<file path="src/rtl/mult_div_unit_pkg.sv">
// Shared opcode encodings and state type for the iterative multiply/divide unit.
package mult_div_unit_pkg;

    typedef enum logic [2:0] {
        MD_MULT  = 3'd0,
        MD_MULTU = 3'd1,
        MD_DIV   = 3'd2,
        MD_DIVU  = 3'd3,
        MD_MTHI  = 3'd4,
        MD_MTLO  = 3'd5
    } md_op_e;

    typedef enum logic [1:0] {
        ST_IDLE,
        ST_MUL,
        ST_DIV,
        ST_FIX
    } md_state_e;

    localparam logic [4:0] MD_LAST_ITER = 5'd31;

    function automatic logic [31:0] abs32(input logic [31:0] v, input logic is_signed);
        return (is_signed && v[31]) ? (~v + 32'd1) : v;
    endfunction

endpackage

</file>
<file path="src/rtl/mult_div_unit_if.sv">
// Request/response bundle between the execute stage and the multiply/divide unit.
interface mult_div_unit_if;
    logic        md_start;
    logic [2:0]  md_op;
    logic [31:0] md_op_x;
    logic [31:0] md_op_y;
    logic        md_busy;
    logic        md_done;
    logic        md_div_zero;
    logic [31:0] md_hi;
    logic [31:0] md_lo;

    modport master (
        output md_start, md_op, md_op_x, md_op_y,
        input  md_busy, md_done, md_div_zero, md_hi, md_lo
    );

    modport slave (
        input  md_start, md_op, md_op_x, md_op_y,
        output md_busy, md_done, md_div_zero, md_hi, md_lo
    );
endinterface

</file>
<file path="src/rtl/mult_div_unit.sv">
// Iterative MULT/MULTU/DIV/DIVU into HI/LO, plus MTHI/MTLO; 32 iterations then a sign-fix cycle.
module mult_div_unit
    import mult_div_unit_pkg::*;
(
    input  logic           clk,
    input  logic           rst,
    mult_div_unit_if.slave md
);

    md_state_e   state_q, state_d;
    logic [4:0]  cnt_q, cnt_d;
    logic [63:0] acc_q, acc_d;
    logic [31:0] opnd_q, opnd_d;
    logic        neg_a_q, neg_a_d;
    logic        neg_r_q, neg_r_d;
    logic        dz_q, dz_d;
    logic        is_div_q, is_div_d;
    logic        busy_q, busy_d;
    logic        done_q, done_d;
    logic        div_zero_q, div_zero_d;
    logic [31:0] hi_q, hi_d;
    logic [31:0] lo_q, lo_d;

    logic        sgn;
    logic [31:0] ax, ay;
    logic [32:0] sum;
    logic        ge;
    logic [31:0] diff;
    logic [63:0] prod;

    always_comb begin
        state_d    = state_q;
        cnt_d      = cnt_q;
        acc_d      = acc_q;
        opnd_d     = opnd_q;
        neg_a_d    = neg_a_q;
        neg_r_d    = neg_r_q;
        dz_d       = dz_q;
        is_div_d   = is_div_q;
        busy_d     = busy_q;
        done_d     = 1'b0;
        div_zero_d = 1'b0;
        hi_d       = hi_q;
        lo_d       = lo_q;
        sgn        = (md.md_op == MD_MULT) || (md.md_op == MD_DIV);
        ax         = abs32(md.md_op_x, sgn);
        ay         = abs32(md.md_op_y, sgn);
        sum        = {1'b0, acc_q[63:32]} + (acc_q[0] ? {1'b0, opnd_q} : 33'd0);
        ge         = (acc_q[63:31] >= {1'b0, opnd_q});
        diff       = acc_q[62:31] - opnd_q;
        prod       = neg_a_q ? (~acc_q + 64'd1) : acc_q;

        unique case (state_q)
            ST_IDLE: begin
                if (md.md_start) begin
                    case (md.md_op)
                        MD_MULT, MD_MULTU: begin
                            opnd_d   = ax;
                            acc_d    = {32'd0, ay};
                            neg_a_d  = sgn && (md.md_op_x[31] ^ md.md_op_y[31]);
                            neg_r_d  = 1'b0;
                            dz_d     = 1'b0;
                            is_div_d = 1'b0;
                            cnt_d    = MD_LAST_ITER;
                            busy_d   = 1'b1;
                            state_d  = ST_MUL;
                        end
                        MD_DIV, MD_DIVU: begin
                            opnd_d   = ay;
                            acc_d    = {32'd0, ax};
                            neg_a_d  = sgn && (md.md_op_x[31] ^ md.md_op_y[31]);
                            neg_r_d  = sgn && md.md_op_x[31];
                            dz_d     = (md.md_op_y == 32'd0);
                            is_div_d = 1'b1;
                            cnt_d    = MD_LAST_ITER;
                            busy_d   = 1'b1;
                            state_d  = ST_DIV;
                        end
                        MD_MTHI: hi_d = md.md_op_x;
                        MD_MTLO: lo_d = md.md_op_x;
                        default: ;
                    endcase
                end
            end
            ST_MUL: begin
                // {partial product, remaining multiplier bits} shift right together
                acc_d = {sum, acc_q[31:1]};
                cnt_d = (cnt_q == 5'd0) ? 5'd0 : cnt_q - 5'd1;
                if (cnt_q == 5'd0) state_d = ST_FIX;
            end
            ST_DIV: begin
                // restoring step: remainder in [63:32], quotient bits shift into [31:0]
                acc_d = ge ? {diff, acc_q[30:0], 1'b1} : {acc_q[62:0], 1'b0};
                cnt_d = (cnt_q == 5'd0) ? 5'd0 : cnt_q - 5'd1;
                if (cnt_q == 5'd0) state_d = ST_FIX;
            end
            ST_FIX: begin
                if (is_div_q) begin
                    // a zero divisor leaves |dividend| as remainder; re-signing it restores the dividend
                    lo_d = dz_q ? '1 : (neg_a_q ? (~acc_q[31:0] + 32'd1) : acc_q[31:0]);
                    hi_d = neg_r_q ? (~acc_q[63:32] + 32'd1) : acc_q[63:32];
                    div_zero_d = dz_q;
                end else begin
                    hi_d = prod[63:32];
                    lo_d = prod[31:0];
                end
                done_d  = 1'b1;
                busy_d  = 1'b0;
                state_d = ST_IDLE;
            end
        endcase
    end

    always_ff @(posedge clk or posedge rst) begin
        if (rst) begin
            state_q    <= ST_IDLE;
            cnt_q      <= '0;
            acc_q      <= '0;
            opnd_q     <= '0;
            neg_a_q    <= 1'b0;
            neg_r_q    <= 1'b0;
            dz_q       <= 1'b0;
            is_div_q   <= 1'b0;
            busy_q     <= 1'b0;
            done_q     <= 1'b0;
            div_zero_q <= 1'b0;
            hi_q       <= '0;
            lo_q       <= '0;
        end else begin
            state_q    <= state_d;
            cnt_q      <= cnt_d;
            acc_q      <= acc_d;
            opnd_q     <= opnd_d;
            neg_a_q    <= neg_a_d;
            neg_r_q    <= neg_r_d;
            dz_q       <= dz_d;
            is_div_q   <= is_div_d;
            busy_q     <= busy_d;
            done_q     <= done_d;
            div_zero_q <= div_zero_d;
            hi_q       <= hi_d;
            lo_q       <= lo_d;
        end
    end

    assign md.md_busy     = busy_q;
    assign md.md_done     = done_q;
    assign md.md_div_zero = div_zero_q;
    assign md.md_hi       = hi_q;
    assign md.md_lo       = lo_q;

endmodule

</file>
<file path="src/flat_wrapper.sv">
// flat-port wrapper written by rule: the top's interface ports become plain ports
module mult_div_unit_flat import mult_div_unit_pkg::*;
  (clk, rst, md_md_start, md_md_op, md_md_op_x, md_md_op_y, md_md_busy, md_md_done, md_md_div_zero, md_md_hi, md_md_lo);
  mult_div_unit_if md_i ();
  input  logic clk;
  input  logic rst;
  input wire logic [$bits(md_i.md_start)-1:0] md_md_start;
  input wire logic [$bits(md_i.md_op)-1:0] md_md_op;
  input wire logic [$bits(md_i.md_op_x)-1:0] md_md_op_x;
  input wire logic [$bits(md_i.md_op_y)-1:0] md_md_op_y;
  output wire logic [$bits(md_i.md_busy)-1:0] md_md_busy;
  output wire logic [$bits(md_i.md_done)-1:0] md_md_done;
  output wire logic [$bits(md_i.md_div_zero)-1:0] md_md_div_zero;
  output wire logic [$bits(md_i.md_hi)-1:0] md_md_hi;
  output wire logic [$bits(md_i.md_lo)-1:0] md_md_lo;
  assign md_i.md_start = md_md_start;
  assign md_i.md_op = md_md_op;
  assign md_i.md_op_x = md_md_op_x;
  assign md_i.md_op_y = md_md_op_y;
  assign md_md_busy = md_i.md_busy;
  assign md_md_done = md_i.md_done;
  assign md_md_div_zero = md_i.md_div_zero;
  assign md_md_hi = md_i.md_hi;
  assign md_md_lo = md_i.md_lo;
  mult_div_unit u_core (.clk(clk), .rst(rst), .md(md_i));
endmodule
</file>
<file path="config.mk">
export PLATFORM = sky130hd
export DESIGN_NAME = mult_div_unit_flat
export DESIGN_NICKNAME = d
export VERILOG_FILES = /design/src/rtl/mult_div_unit_pkg.sv /design/src/rtl/mult_div_unit_if.sv /design/src/rtl/mult_div_unit.sv /design/src/flat_wrapper.sv
export SDC_FILE = /design/constraint.sdc
export NUM_CORES = 1
export LEC_CHECK = 0
export ABC_AREA = 1
export CAP_MARGIN = 10
export CORE_UTILIZATION = 31
export DETAILED_ROUTE_END_ITERATION = 6
export HOLD_SLACK_MARGIN = 0.02
export SLEW_MARGIN = 15
export SYNTH_ARGS = -nofsm -noshare
export SYNTH_HDL_FRONTEND = slang
export SYNTH_SLANG_ARGS = --single-unit
export TNS_END_PERCENT = 1
</file>
<file path="constraint.sdc">
create_clock -name clk -period 11.9 [get_ports clk]
set_input_delay 1.785 -clock clk [delete_from_list [all_inputs] [get_ports clk]]
set_output_delay 1.785 -clock clk [all_outputs]
set_load 0.03 [all_outputs]
</file>
==> out/metrics.csv <==
stage;metric;value;unit
floorplanning;core box area;57600;µm²
power;Leak;10.4;nW
power;Net Sw Power;3.50;mW
worst_setup_path;Setup CP Type;in -> reg;
min_path;type of the most critical hold path;reg -> reg;
route;initial DRC count;2463;
power;PD cells;287;nW/µm²
yosys;Synth Cell Area;18100;µm²
worst_setup_path;crit start category;primary input;
placed_design;Cells after DPL;3906;
yosys;dominant synthesized flop cell;dfrtp_1;
global_route;met3 usage;5.21;%
clock_network;Post-CTS Setup Inserts;0;
floorplanning;full die area;59200;µm²
min_path;hold_sp;u_core.md.md_lo[1]$_DFFE_PP0P_;
route;WL per Instance;21.4;µm
route;vias per cell;5.42;
floorplanning;Ports;137;
yosys;Cells after Synth;3089;
clock_network;clock slew at reported path FFs;0.07;ns
clock_network;cts hold-fix bufs;0;
worst_setup_path;Critical Path RT;12.27;ns
clock_network;CTS tree;yes;
power;Final Power;5.94;mW
timing;Hold Fails Final Rpt;0;
timing;period utilization;40.6;%
timing;WHS;0.507;ns
timing;actual slew at the worst max-slew pin;1.18;ns
placed_design;Placed Instance Area;20100;µm²
route;Routed WL;84200;µm
clock_network;cts bufs inserted;17;
timing;f_max;0.207;GHz
global_route;routing usage on met1;37.1;%
floorplanning;Starting Density;31.4;%
power;Sw Ratio;59.0;%
yosys;post-synth top area share;24.1;%
yosys;Syn Area/Cell;5.85;µm²
placed_design;GP Congestion;1.03;
timing;Rel. slew slack;21.4;%
finish;Area Growth Syn to Fin;14.7;%
power;Pint;2.43;mW
power;proportion of power drawn by combinational gates;69.6;%
worst_setup_path;worst path arrival time;5.20;ns
finish;fill count;6433;
clock_network;clk buf depth;2;
timing;Setup TNS Final;0;ns
outcome;failing checks;DRC;
flow_run;MaxCap Viol Count;0;
yosys;top cells by area, synth;dfrtp_1 (24%), nand2_1 (19%), nand3_1 (10%);
finish;Finished Layout Cells;3939;
finish;register area;4350;µm²
yosys;post-synthesis sequential area ratio;24.1;%
min_path;Worst Hold End;u_core.md.md_lo[1]$_DFFE_PP0P_;
finish;post-route cell area;20700;µm²
route;Vias;21300;
floorplanning;site row count;88;
global_route;vias in the first global route;19600;
finish;layout cells sized above 1;3.94;%
worst_setup_path;worst r2r dst;u_core.acc_q[10]$_DFFE_PP0P_;
finish;Multi-input gate area;11700;µm²
timing;setup violators final;0;
finish;post-layout util;36.0;%
yosys;Netlist cell types;51;
yosys;count of flip-flops with a built-in enable after synthesis;0;
worst_setup_path;RR Startpoint;u_core.state_q[0]$_DFFE_PP0P_;
yosys;post-synthesis register bit count;174;
clock_network;Root Driver;clkbuf_16;
clock_network;# H-tree levels;4;
worst_setup_path;R2R depth;12;
global_route;GRT Overall Usage;28.1;%
floorplanning;Die Wd;243;µm
yosys;Synth Net Count;3234;
placed_design;Port Buffers;136;
global_route;first-pass GRT wire length;125000;µm
yosys;Synth area leader;dfrtp_1;
worst_setup_path;crit end category;register;
finish;Final nets;3305;
global_route;GR peak layer;met2;
clock_network;Clock Latency Late Sink;0.47;ns
placed_design;post-DP HPWL;67400;µm
timing;RSZ-0062 raised after global routing;no;
placed_design;pre-CTS setup slack;6.66;ns
yosys;async set-reset flop share out of synthesis;100;%
outcome;status;finished, violations left;
route;Pre-Repair DR Iteration Count;7;
min_path;hold depth;2;
global_route;initial antenna violation count;0;
clock_network;CTS Sinks;174;
clock_network;Resized cells post-CTS;0;
floorplanning;Vert. Die Dim;243;µm
worst_setup_path;r2r setup slk;8.09;ns
global_route;met2 GRT Util;42.8;%
timing;post-route setup slack;7.07;ns
timing;Layout Skew;0.0198;ns
timing;Final Max Slew Viols;0;
timing;fin crit period;4.83;ns
route;Detail Route Antenna Nets;0;
route;residual DRC count;8;
yosys;Ys Warns;0;
worst_setup_path;maximum fanout along the worst path;63;
power;sequential group share of total power;20.2;%
power;Clk pwr share;10.2;%
power;Max IR drop VDD;0.000117;V
global_route;largest net degree at the start of global routing;85;
global_route;grt total ovfl;0;
-- power groups by stage --
| stage | Clock, mW | Sequential (mW) | Combinational, mW |
|---|---|---|---|
| final | 0.608 | 1.20 | 4.13 |
| after global routing | 0.631 | 1.21 | 4.50 |
| after CTS | 0.613 | 1.18 | 4.03 |
| after detailed placement | 0 | 1.19 | 4.01 |
| after global placement | 0 | 1.19 | 4.02 |
| after floorplan | 0 | 1.22 | 2.62 |
-- cell usage in the layout (no fill, tap or decap), drive strengths merged, types with 20 or more instances in the layout --
master and instances:
nand2 910, nand4 37, clkbuf 20, a22oi 35, o21ai 166, nand3 367, a21oi 152, nor2 424
nor3 37, o22ai 39, inv 420, xor2 44, ha 73, dfrtp 174, clkdlybuf4s50 136
-- logic make-up after synthesis --
kind of cell / after synthesis / synth area share (%)
adders and majority gates: 75 / 5.28
xor gates and xnor gates: 60 / 2.91
and+or+nand+nor: 1811 / 42.5
AOI/OAI and AO/OA: 450 / 14.1
buffers and inverters: 519 / 11.2
DFF: 174 / 24.1
-- cells in the mapped netlist, types with 33 or more instances --
cell type	number
ha_1	73
xor2_1	44
nand4_1	37
clkbuf_1	62
inv_1	400
a21oi_1	149
o22ai_1	39
nor2_1	405
nand3_1	365
a22oi_1	35
nor3_1	33
o21ai_0	138
dfrtp_1	174
nand2_1	893
-- worst max-delay path by stage --
| stage | startpoint | end | slack (ns) | cells past startpoint |
|---|---|---|---|---|
| floorplan | rst | u_core.acc_q[0]$_DFFE_PP0P_ | 5.40 | 1 |
| detailed placement | md_md_op[2] | u_core.acc_q[10]$_DFFE_PP0P_ | 6.66 | 11 |
| finish | md_md_op[2] | u_core.acc_q[10]$_DFFE_PP0P_ | 7.07 | 11 |
| global route | md_md_op[2] | u_core.acc_q[10]$_DFFE_PP0P_ | 6.82 | 11 |
| CTS | md_md_op[2] | u_core.acc_q[10]$_DFFE_PP0P_ | 7.14 | 11 |
| global placement | md_md_op[2] | u_core.acc_q[10]$_DFFE_PP0P_ | 6.71 | 11 |
-- worst max-delay path, cell delays in order --
cell	delay, ns
clkdlybuf4s50_1	0.53
nand2_1	0.13
inv_2	0.05
nor2_1	0.12
inv_2	0.08
nor2_2	0.64
inv_2	0.70
nor2_4	0.21
buf_4	0.62
a22oi_1	0.15
o31ai_1	0.11
-- cell type report --
cell class	instances	area share [%]
clock buffers	20	2.20
flip-flops and latches	174	21.0
clock inverters	12	0.725
inverters	418	7.60
well taps	765	4.62
repair buffers	153	7.19
diodes	1	0.0121
multi-input cells	2396	56.6
-- registers in the layout (all words and copies together) (netlist names) --
register               cells
u_core.neg_r_q             1
u_core.opnd_q             32
u_core.md.md_hi           32
u_core.acc_q              64
u_core.md.md_busy          1
u_core.cnt_q               5
u_core.dz_q                1
u_core.neg_a_q             1
u_core.is_div_q            1
u_core.md.md_div_zero      1
u_core.md.md_done          1
u_core.state_q             2
u_core.md.md_lo           32
-- routing by layer --
layer	vias to the layer above	part of all wire, %
met5	-	0
met4	0	6.3
met3	209	9.1
li1	10200	-
met1	9833	42
met2	1135	43
Note: power is estimated with default switching activity, not from simulation.
